<file path="src/rtl/fetch_queue.sv">
// Instruction-fetch front end: owns the PC, streams sequential requests to a
// one-cycle synchronous imem, and buffers {pc, inst, err} for decode.
module fetch_queue #(
    parameter int              XLEN       = 32,
    parameter int              DEPTH      = 4,
    parameter logic [XLEN-1:0] RESET_ADDR = {XLEN{1'b0}}
) (
    input  logic                       clk,
    input  logic                       resetn,
    output logic                       imem_en,
    output logic [XLEN-1:0]            imem_addr,
    input  logic [XLEN-1:0]            imem_rdata,
    input  logic                       imem_error,
    input  logic                       redir_valid,
    input  logic [XLEN-1:0]            redir_addr,
    output logic                       id_valid,
    input  logic                       id_ready,
    output logic [XLEN-1:0]            id_pc,
    output logic [XLEN-1:0]            id_inst,
    output logic                       id_err,
    output logic [$clog2(DEPTH+1)-1:0] occupancy
);

    localparam int AW = $clog2(DEPTH);
    localparam int OW = $clog2(DEPTH+1);
    localparam int CW = OW + 1;

    logic [XLEN-1:0] pc_q, pc_d;
    logic [XLEN-1:0] req_pc_q, req_pc_d;
    logic            inflight_q, inflight_d;
    logic            kill_q, kill_d;
    logic            halted_q, halted_d;
    logic            run_q;
    logic [AW-1:0]   wr_ptr_q, wr_ptr_d;
    logic [AW-1:0]   rd_ptr_q, rd_ptr_d;
    logic [OW-1:0]   count_q, count_d;

    logic [XLEN-1:0] pc_mem_q   [DEPTH];
    logic [XLEN-1:0] inst_mem_q [DEPTH];
    logic            err_mem_q  [DEPTH];

    logic            pop;
    logic            push;
    logic            issue;
    logic            credit;
    logic [CW-1:0]   level;
    logic [XLEN-1:0] redir_aligned;

    assign id_valid      = (count_q != '0);
    assign pop           = id_valid & id_ready;
    assign level         = CW'(count_q) + CW'(inflight_q) - CW'(pop);
    assign credit        = (level < CW'(DEPTH));
    assign redir_aligned = redir_addr & ~XLEN'(3);

    // run_q holds off fetching until the first edge after reset is released.
    assign issue     = run_q & (redir_valid | (credit & ~halted_q));
    assign imem_en   = issue;
    assign imem_addr = redir_valid ? redir_aligned : pc_q;

    // A redirect in the response cycle discards that response.
    assign push = inflight_q & ~kill_q & ~redir_valid;

    assign id_pc     = pc_mem_q[rd_ptr_q];
    assign id_inst   = inst_mem_q[rd_ptr_q];
    assign id_err    = err_mem_q[rd_ptr_q];
    assign occupancy = count_q;

    always_comb begin
        pc_d       = pc_q;
        req_pc_d   = req_pc_q;
        inflight_d = issue;
        // A request issued alongside a faulting push must not land after it.
        kill_d     = push & imem_error & issue;
        halted_d   = halted_q;
        wr_ptr_d   = wr_ptr_q;
        rd_ptr_d   = rd_ptr_q;
        count_d    = count_q;

        if (issue) begin
            pc_d     = imem_addr + XLEN'(4);
            req_pc_d = imem_addr;
        end

        if (redir_valid) begin
            halted_d = 1'b0;
        end else if (push && imem_error) begin
            halted_d = 1'b1;
        end

        if (redir_valid) begin
            wr_ptr_d = '0;
            rd_ptr_d = '0;
            count_d  = '0;
        end else begin
            if (push) begin
                wr_ptr_d = wr_ptr_q + AW'(1);
            end
            if (pop) begin
                rd_ptr_d = rd_ptr_q + AW'(1);
            end
            count_d = count_q + OW'(push) - OW'(pop);
        end
    end

    always_ff @(posedge clk or negedge resetn) begin
        if (!resetn) begin
            pc_q       <= RESET_ADDR;
            req_pc_q   <= '0;
            inflight_q <= 1'b0;
            kill_q     <= 1'b0;
            halted_q   <= 1'b0;
            run_q      <= 1'b0;
            wr_ptr_q   <= '0;
            rd_ptr_q   <= '0;
            count_q    <= '0;
        end else begin
            pc_q       <= pc_d;
            req_pc_q   <= req_pc_d;
            inflight_q <= inflight_d;
            kill_q     <= kill_d;
            halted_q   <= halted_d;
            run_q      <= 1'b1;
            wr_ptr_q   <= wr_ptr_d;
            rd_ptr_q   <= rd_ptr_d;
            count_q    <= count_d;
        end
    end

    // Entry storage is cleared on reset so the head outputs read zero.
    always_ff @(posedge clk or negedge resetn) begin
        if (!resetn) begin
            for (int i = 0; i < DEPTH; i++) begin
                pc_mem_q[i]   <= '0;
                inst_mem_q[i] <= '0;
                err_mem_q[i]  <= 1'b0;
            end
        end else if (push) begin
            pc_mem_q[wr_ptr_q]   <= req_pc_q;
            inst_mem_q[wr_ptr_q] <= imem_rdata;
            err_mem_q[wr_ptr_q]  <= imem_error;
        end
    end

endmodule
</file>
<file path="config.mk">
export PLATFORM = sky130hd
export DESIGN_NAME = fetch_queue
export DESIGN_NICKNAME = d
export VERILOG_FILES = /design/src/rtl/fetch_queue.sv
export SDC_FILE = /design/constraint.sdc
export NUM_CORES = 1
export LEC_CHECK = 0
export ABC_CLOCK_PERIOD_IN_PS = 5500
export CAP_MARGIN = 40
export CELL_PAD_IN_SITES_DETAIL_PLACEMENT = 1
export CELL_PAD_IN_SITES_GLOBAL_PLACEMENT = 2
export CORE_ASPECT_RATIO = 0.7
export CORE_UTILIZATION = 43
export CTS_CLUSTER_SIZE = 14
export DETAILED_ROUTE_END_ITERATION = 8
export GPL_TIMING_DRIVEN = 0
export PLACE_DENSITY_LB_ADDON = 0.1
export SYNTH_ARGS = -nofsm -noshare
export SYNTH_HDL_FRONTEND = slang
export SYNTH_SLANG_ARGS = --single-unit
</file>
<file path="constraint.sdc">
create_clock -name clk -period 5.5 [get_ports clk]
set_input_delay 0.55 -clock clk [delete_from_list [all_inputs] [get_ports clk]]
set_output_delay 0.55 -clock clk [all_outputs]
set_load 0.05 [all_outputs]
</file>
==> reports/qor.txt, run 1 <==
Worst EP required: 4.95 ns
DIE AREA: 36100 µm²
Internal Power: 7.40 mW
Post-layout min period: 4.88 ns
Ys async rst share: 100%
Vias: 9620
Num CTS Buffers: 36
Vias per Instance: 5.38
Worst Tran Pin Value: 0.904 ns
Post-CTS setup buffer count: 0
Area share of the largest cell type after synthesis: 54.8%
Distinct cells, synth: 56
Syn_nets: 1156
Area delta synth->final: 23.8%
Worst hold path type: in2async
Leakage power: 8.04 nW
Logic pwr share: 45.7%
Worst-case vdd ir drop: 0.434 mV
Tot GR Track Use: 22.7%
Placer Congestion: 0.774
Fmax achieved: 205 MHz
Total negative slack: 0 ns
RSZ-0062 raised after global routing: no
First-pass detailed-route iteration total: 4
Number of diodes: 0
Largest stage delay, worst path: 0.50 ns
Largest net degree at the start of global routing: 117
Slowest-stage cell, CP: clkbuf_1
Slew Limit Fails: 0
Slew headroom: 39.7%
CTS tree: built
Top cells by area, synth: dfrtp_1 55%, mux2_2 20%, mux4_2 9.6%
Nets: 1373
Sequential share of power: 34.6%
WP buf/inv: 4
Switching share of total power: 39.5%
Critical Path AT: 4.33 ns
DRT Wirelength: 39100 µm
Core Area: 34700 µm²
Clock power share: 19.6%
CP delay by family, top: simple AND/OR/NAND/NOR gates
I/O pin count: 171
Mapped Cells: 1076
Antenna Violating Nets Remaining: 0
Critical path class: reg2out
Die W: 227 µm
Leading cell type in the layout, fill and taps excluded: dfrtp_1
DRC: 0
Post-synth EDFFs: 0
Mapped Avg Cell Area: 14.1 µm²
Met1 Use GR: 34.7%
CP max FO: 11
Layout cells sized above 1: 33.5%
Overall power: 12.2 mW
GR Util met3: 3.23%
CP most frequent cell: ha_1
Top_reg_cell synth: dfrtp_1
# port buffers: 167
Run status: complete, no violations
Skew final: 0.0177 ns
Switch Pwr: 4.83 mW
Clock buffer depth: 3
Total gr overflow: 0
Final setup fails: 0
Worst skew pair latency: 0.53 ns
Post-synthesis sequential area ratio: 54.8%
DP HPWL: 27400 µm
# clock sinks: 333
Filler cell count: 3446
Final period util: 88.8%
Pwr/cell area: 650 nW/µm²
Worst hold slack: 0.402 ns
Layer with the highest usage: met1
Crit end category: output pin
Max Cap Violations: 0
Most frequent cells in the layout: 333 x dfrtp_1, 273 x mux2_2, 165 x clkdlybuf4s50_1, 70 x nor2_1, 65 x mux4_2
Setup crit start kind: register
Chip height: 159 µm
Starting density of the core: 43.8%
Area leader, netlist: dfrtp_1
DRT iter0 DRCs: 499
Antenna violations before repair: 0
Cells along the critical path: or3_1, and2_1, ha_1, inv_1, ha_1, and3b_1, or4_1, o211a_1, inv_2, clkbuf_1, dlymetal6s2s_1
H-tree lvl count: 2
CTS Root Cell: clkbuf_16
Clock transition at path regs: 0.06 ns
Ys Warns: 0
Final hold vios: 0
Synthesized area: 15200 µm²
Rows: 57
Met2 Use GR: 34.4%
#FFs+latches synth: 333
WL per Instance: 21.9 µm
First-pass GRT wire length: 62900 µm
Vias in the first global route: 10600
power by group through the flow:
stage	combinational, mW	clock (mW)	sequential (mW)
2_1_floorplan	3.98	0	4.03
3_3_place_gp	5.48	0	4.24
3_5_place_dp	5.64	0	4.28
4_1_cts	5.67	2.47	4.25
5_1_grt	5.94	2.56	4.40
6_report	5.59	2.40	4.24
final timing paths:
path / start / to / slack, ns / cells after the start
max in group asynchronous: resetn / pc_q[26] / 3.74 / 4
max: occupancy[0] / imem_en / 0.62 / 11
max reg2reg: occupancy[0] / pc_q[26] / 1.57 / 12
min: resetn / pc_q[5] / 0.40 / 2
min reg2reg: pc_q[30] / pc_q[30] / 0.49 / 2
min in group clk: pc_q[30] / pc_q[30] / 0.49 / 2
stage by stage:
| stage | area, µm² | util, % | setup slack, ns | cells |
|---|---|---|---|---|
| after floorplan | 15200 | - | 1.36 | 1076 |
| after global placement | 17500 | 50.3 | -11.27 | 1715 |
| after detailed placement | 17600 | 50.8 | 0.528 | 1726 |
| after CTS | 18800 | 54.2 | 0.171 | 1787 |
| after global routing | 18800 | 54.2 | 0.408 | 1787 |
| final | 18800 | 54.2 | 0.617 | 1787 |
state kept, by name, summed over array words and instances (netlist names):
name and cells:
rd_ptr_q 2, wr_ptr_q 2, inflight_q 1, run_q 1, occupancy 3, inst_mem_q 128, err_mem_q 4, pc_q 32
req_pc_q 30, halted_q 1, pc_mem_q 128, kill_q 1
synth_stat cells, drive strengths merged, types with 2 or more instances:
| master | n |
|---|---|
| clkbuf | 24 |
| inv | 30 |
| nand3 | 13 |
| a32oi | 2 |
| nor2 | 70 |
| a31oi | 2 |
| and3b | 3 |
| xnor2 | 15 |
| a21oi | 38 |
| nand2 | 34 |
| or2 | 2 |
| buf | 42 |
| nor4b | 2 |
| and4 | 2 |
| and3 | 5 |
| mux2i | 15 |
| o31ai | 12 |
| nor3 | 9 |
| a211oi | 4 |
| nor2b | 7 |
| or4b | 2 |
| nand4 | 4 |
| o21a | 4 |
| xor2 | 5 |
| or4 | 2 |
| o211ai | 3 |
| mux4 | 65 |
| ha | 10 |
| mux2 | 273 |
| o21ai | 6 |
| nor4 | 3 |
| nand3b | 9 |
| o31a | 2 |
| a21o | 2 |
| dfrtp | 333 |
| and2 | 10 |
cells by family after synthesis:
family / synth area share, %
buf+inv: 2.84
flops: 54.8
xor+xnor: 1.15
fa+ha+maj: 0.955
compound gates: 3.33
mux: 30.8
other cells: 0.0247
simple gates: 6.02
area by class of cell:
type / instances / area [µm²] / share of cell area [%]
Sequential cell: 333 / 8330 / 44.3
Multi-Input combinational cell: 647 / 6430 / 34.2
Timing Repair Buffer: 179 / 1870 / 9.95
Clock buffer: 54 / 1090 / 5.79
Tap cell: 472 / 591 / 3.14
Buffer: 66 / 319 / 1.70
Inverter: 30 / 113 / 0.598
Clock inverter: 6 / 63.8 / 0.339
repair_timing:
action | CTS | global route
gates resized for setup | 0 | 1
hold buffers | 1 | 0
endpoints found under the hold margin | 2 | 0
endpoints found under the setup margin | 0 | 1
routing by layer:
metal	up-vias	wire, µm
li1	4332	-
met1	5112	18800
met2	139	18000
met3	37	1720
met4	0	571
met5	-	0
(Power assumes the default switching activity.)
==> inputs of run 2 (changes only) <==
--- a/config.mk
+++ b/config.mk
@@ -5,11 +5,10 @@
 export SDC_FILE = /design/constraint.sdc
 export NUM_CORES = 1
 export LEC_CHECK = 0
-export ABC_CLOCK_PERIOD_IN_PS = 5500
 export CAP_MARGIN = 40
 export CELL_PAD_IN_SITES_DETAIL_PLACEMENT = 1
 export CELL_PAD_IN_SITES_GLOBAL_PLACEMENT = 2
-export CORE_ASPECT_RATIO = 0.7
+export CORE_ASPECT_RATIO = 0.9
 export CORE_UTILIZATION = 43
 export CTS_CLUSTER_SIZE = 14
 export DETAILED_ROUTE_END_ITERATION = 8
==> run 2 against run 1 <==
Clock-buffer cell count rose by 2. Register-to-register slack better by 0.21 ns. Combinational power hardly changed. Maximum frequency shrank 7.2%. First-iteration DRC count shrank 16%. Core utilization up 0.83 points. Die area hardly changed. Clock power up 7%. Flip-flop and latch count stayed put. Largest power group unchanged. Highest routed layer unchanged.
==> reports/qor.txt, run 2 (synthesis results as in run 1) <==
Multi-input gate area: 6430 µm²
Final instance area: 18900 µm²
# clock sinks: 333
Nets: 1374
Final hold vios: 0
CTS tree: built
Critical path class: reg2out
Antenna violations before repair: 0
Post-layout min period: 5.26 ns
DP HPWL: 27100 µm
Total gr overflow: 0
I/O pin count: 171
Number of diodes: 0
Worst skew pair latency: 0.53 ns
Slew Limit Fails: 0
Largest net degree at the start of global routing: 112
Overall power: 12.4 mW
Worst-case vdd ir drop: 0.403 mV
First-pass GRT wire length: 63300 µm
Leakage power: 8.08 nW
Most frequent cells in the layout: 333 x dfrtp_1, 273 x mux2_2, 166 x clkdlybuf4s50_1, 70 x nor2_1, 65 x mux4_2
Worst Tran Pin Value: 0.879 ns
Post-route insts no fill: 1784
Leading cell type in the layout, fill and taps excluded: dfrtp_1
Placed instance area: 17600 µm²
Vias in the first global route: 10700
DRT Wirelength: 38800 µm
First-pass detailed-route iteration total: 5
Run status: complete, no violations
Crit end category: output pin
Worst r2r src: occupancy[0]
DRT iter0 DRCs: 418
Tot GR Track Use: 22.4%
Skew final: 0.0165 ns
CP max FO: 11
Max Cap Violations: 0
Placer Congestion: 0.815
# port buffers: 167
Antenna Violating Nets Remaining: 0
Worst hold path type: reg2reg
Endpoint of the worst-slack reg-to-reg timing path: pc_q[24]
R2R setup slack: 1.78 ns
Starting density of the core: 44.2%
Fmax achieved: 190 MHz
Vias: 9767
Final setup fails: 0
DIE AREA: 36100 µm²
Hold Crit Depth: 2
Pwr/cell area: 655 nW/µm²
Worst r2r path cells: 12
Vias per Instance: 5.47
FF+latch area: 8330 µm²
Num CTS Buffers: 38
Worst EP required: 4.95 ns
Setup crit start kind: register
CTS Root Cell: clkbuf_16
Critical Path AT: 4.71 ns
Area delta synth->final: 24.3%
Die W: 200 µm
Top flop regs: inst_mem_q x128, pc_mem_q x128, pc_q x32
RSZ-0062 raised after global routing: no
Rows: 64
Inst Count DP: 1715
Core Area: 34400 µm²
Layout cells sized above 1: 33.8%
WL per Instance: 21.8 µm
Clock transition at path regs: 0.06 ns
Filler cell count: 3360
Slew headroom: 41.4%
Hold wc startpoint: pc_q[31]
DRC: 0
Final period util: 95.6%
Chip height: 180 µm
H-tree lvl count: 2
Worst Hold Endpoint: pc_q[31]
Post_cts resized: 0
Clock buffer depth: 3
[run 2: worst max path at each step]
stage / cells after the start / from / end / slack [ns]
6_report: 11 / occupancy[0] / imem_en / 0.24
4_1_cts: 11 / occupancy[0] / imem_en / 0.19
5_1_grt: 11 / occupancy[0] / imem_en / 0.004
3_3_place_gp: 1 / resetn / inst_mem_q[10] / -11.11
3_5_place_dp: 11 / id_ready / imem_en / 0.56
2_1_floorplan: 10 / occupancy[0] / imem_en / 1.36
[run 2: report_power, final]
group          switching, mW  leakage, nW  internal (mW)
combinational           3.14         3.32           2.43
sequential             0.698         4.14           3.55
clock                   1.02        0.626           1.55
total                   4.85         8.08           7.53
[run 2: cell type report]
cell class	count	share of cell area (%)
Tap cell	462	3.06
Clock inverter	12	0.649
Inverter	30	0.596
Timing Repair Buffer	178	9.77
Multi-Input combinational cell	647	34.0
Buffer	66	1.69
Clock buffer	56	6.10
Sequential cell	333	44.1
[run 2: repair_timing]
item | in CTS | in global routing
hold buffers | 1 | 0
hold endpoints to repair | 33 | 0
buffers inserted | 0 | 0
[run 2: critical path: stages (launching register included)]
cell	delay, ns
dfrtp_1	0.45
or3_1	0.41
and2_1	0.25
ha_1	0.21
inv_1	0.05
ha_1	0.21
and3b_1	0.17
or4_1	0.47
o211a_1	0.33
inv_2	0.22
clkbuf_1	0.49
clkdlybuf4s50_1	0.93
[run 2: per-stage QoR]
step | setup slack, ns | hold WS, ns | utilization [%] | TNS [ns]
floorplan | 1.36 | 0.254 | - | 0
global placement | -11.11 | 0.459 | 50.8 | -3687.05
detailed placement | 0.557 | 0.442 | 51.3 | 0
CTS | 0.191 | 0.467 | 55.0 | 0
global route | 0.00434 | 0.503 | 55.0 | 0
finish | 0.240 | 0.482 | 55.0 | 0
[run 2: per-layer routing]
layer	GRT usage, %	part of all wire [%]	wire length, µm	up-vias
met2	36.4	48	18800	175
li1	-	-	-	4359
met1	31.9	46	18000	5182
met4	5.14	1.8	688	0
met5	0	0	0	-
met3	3.31	3.6	1410	51
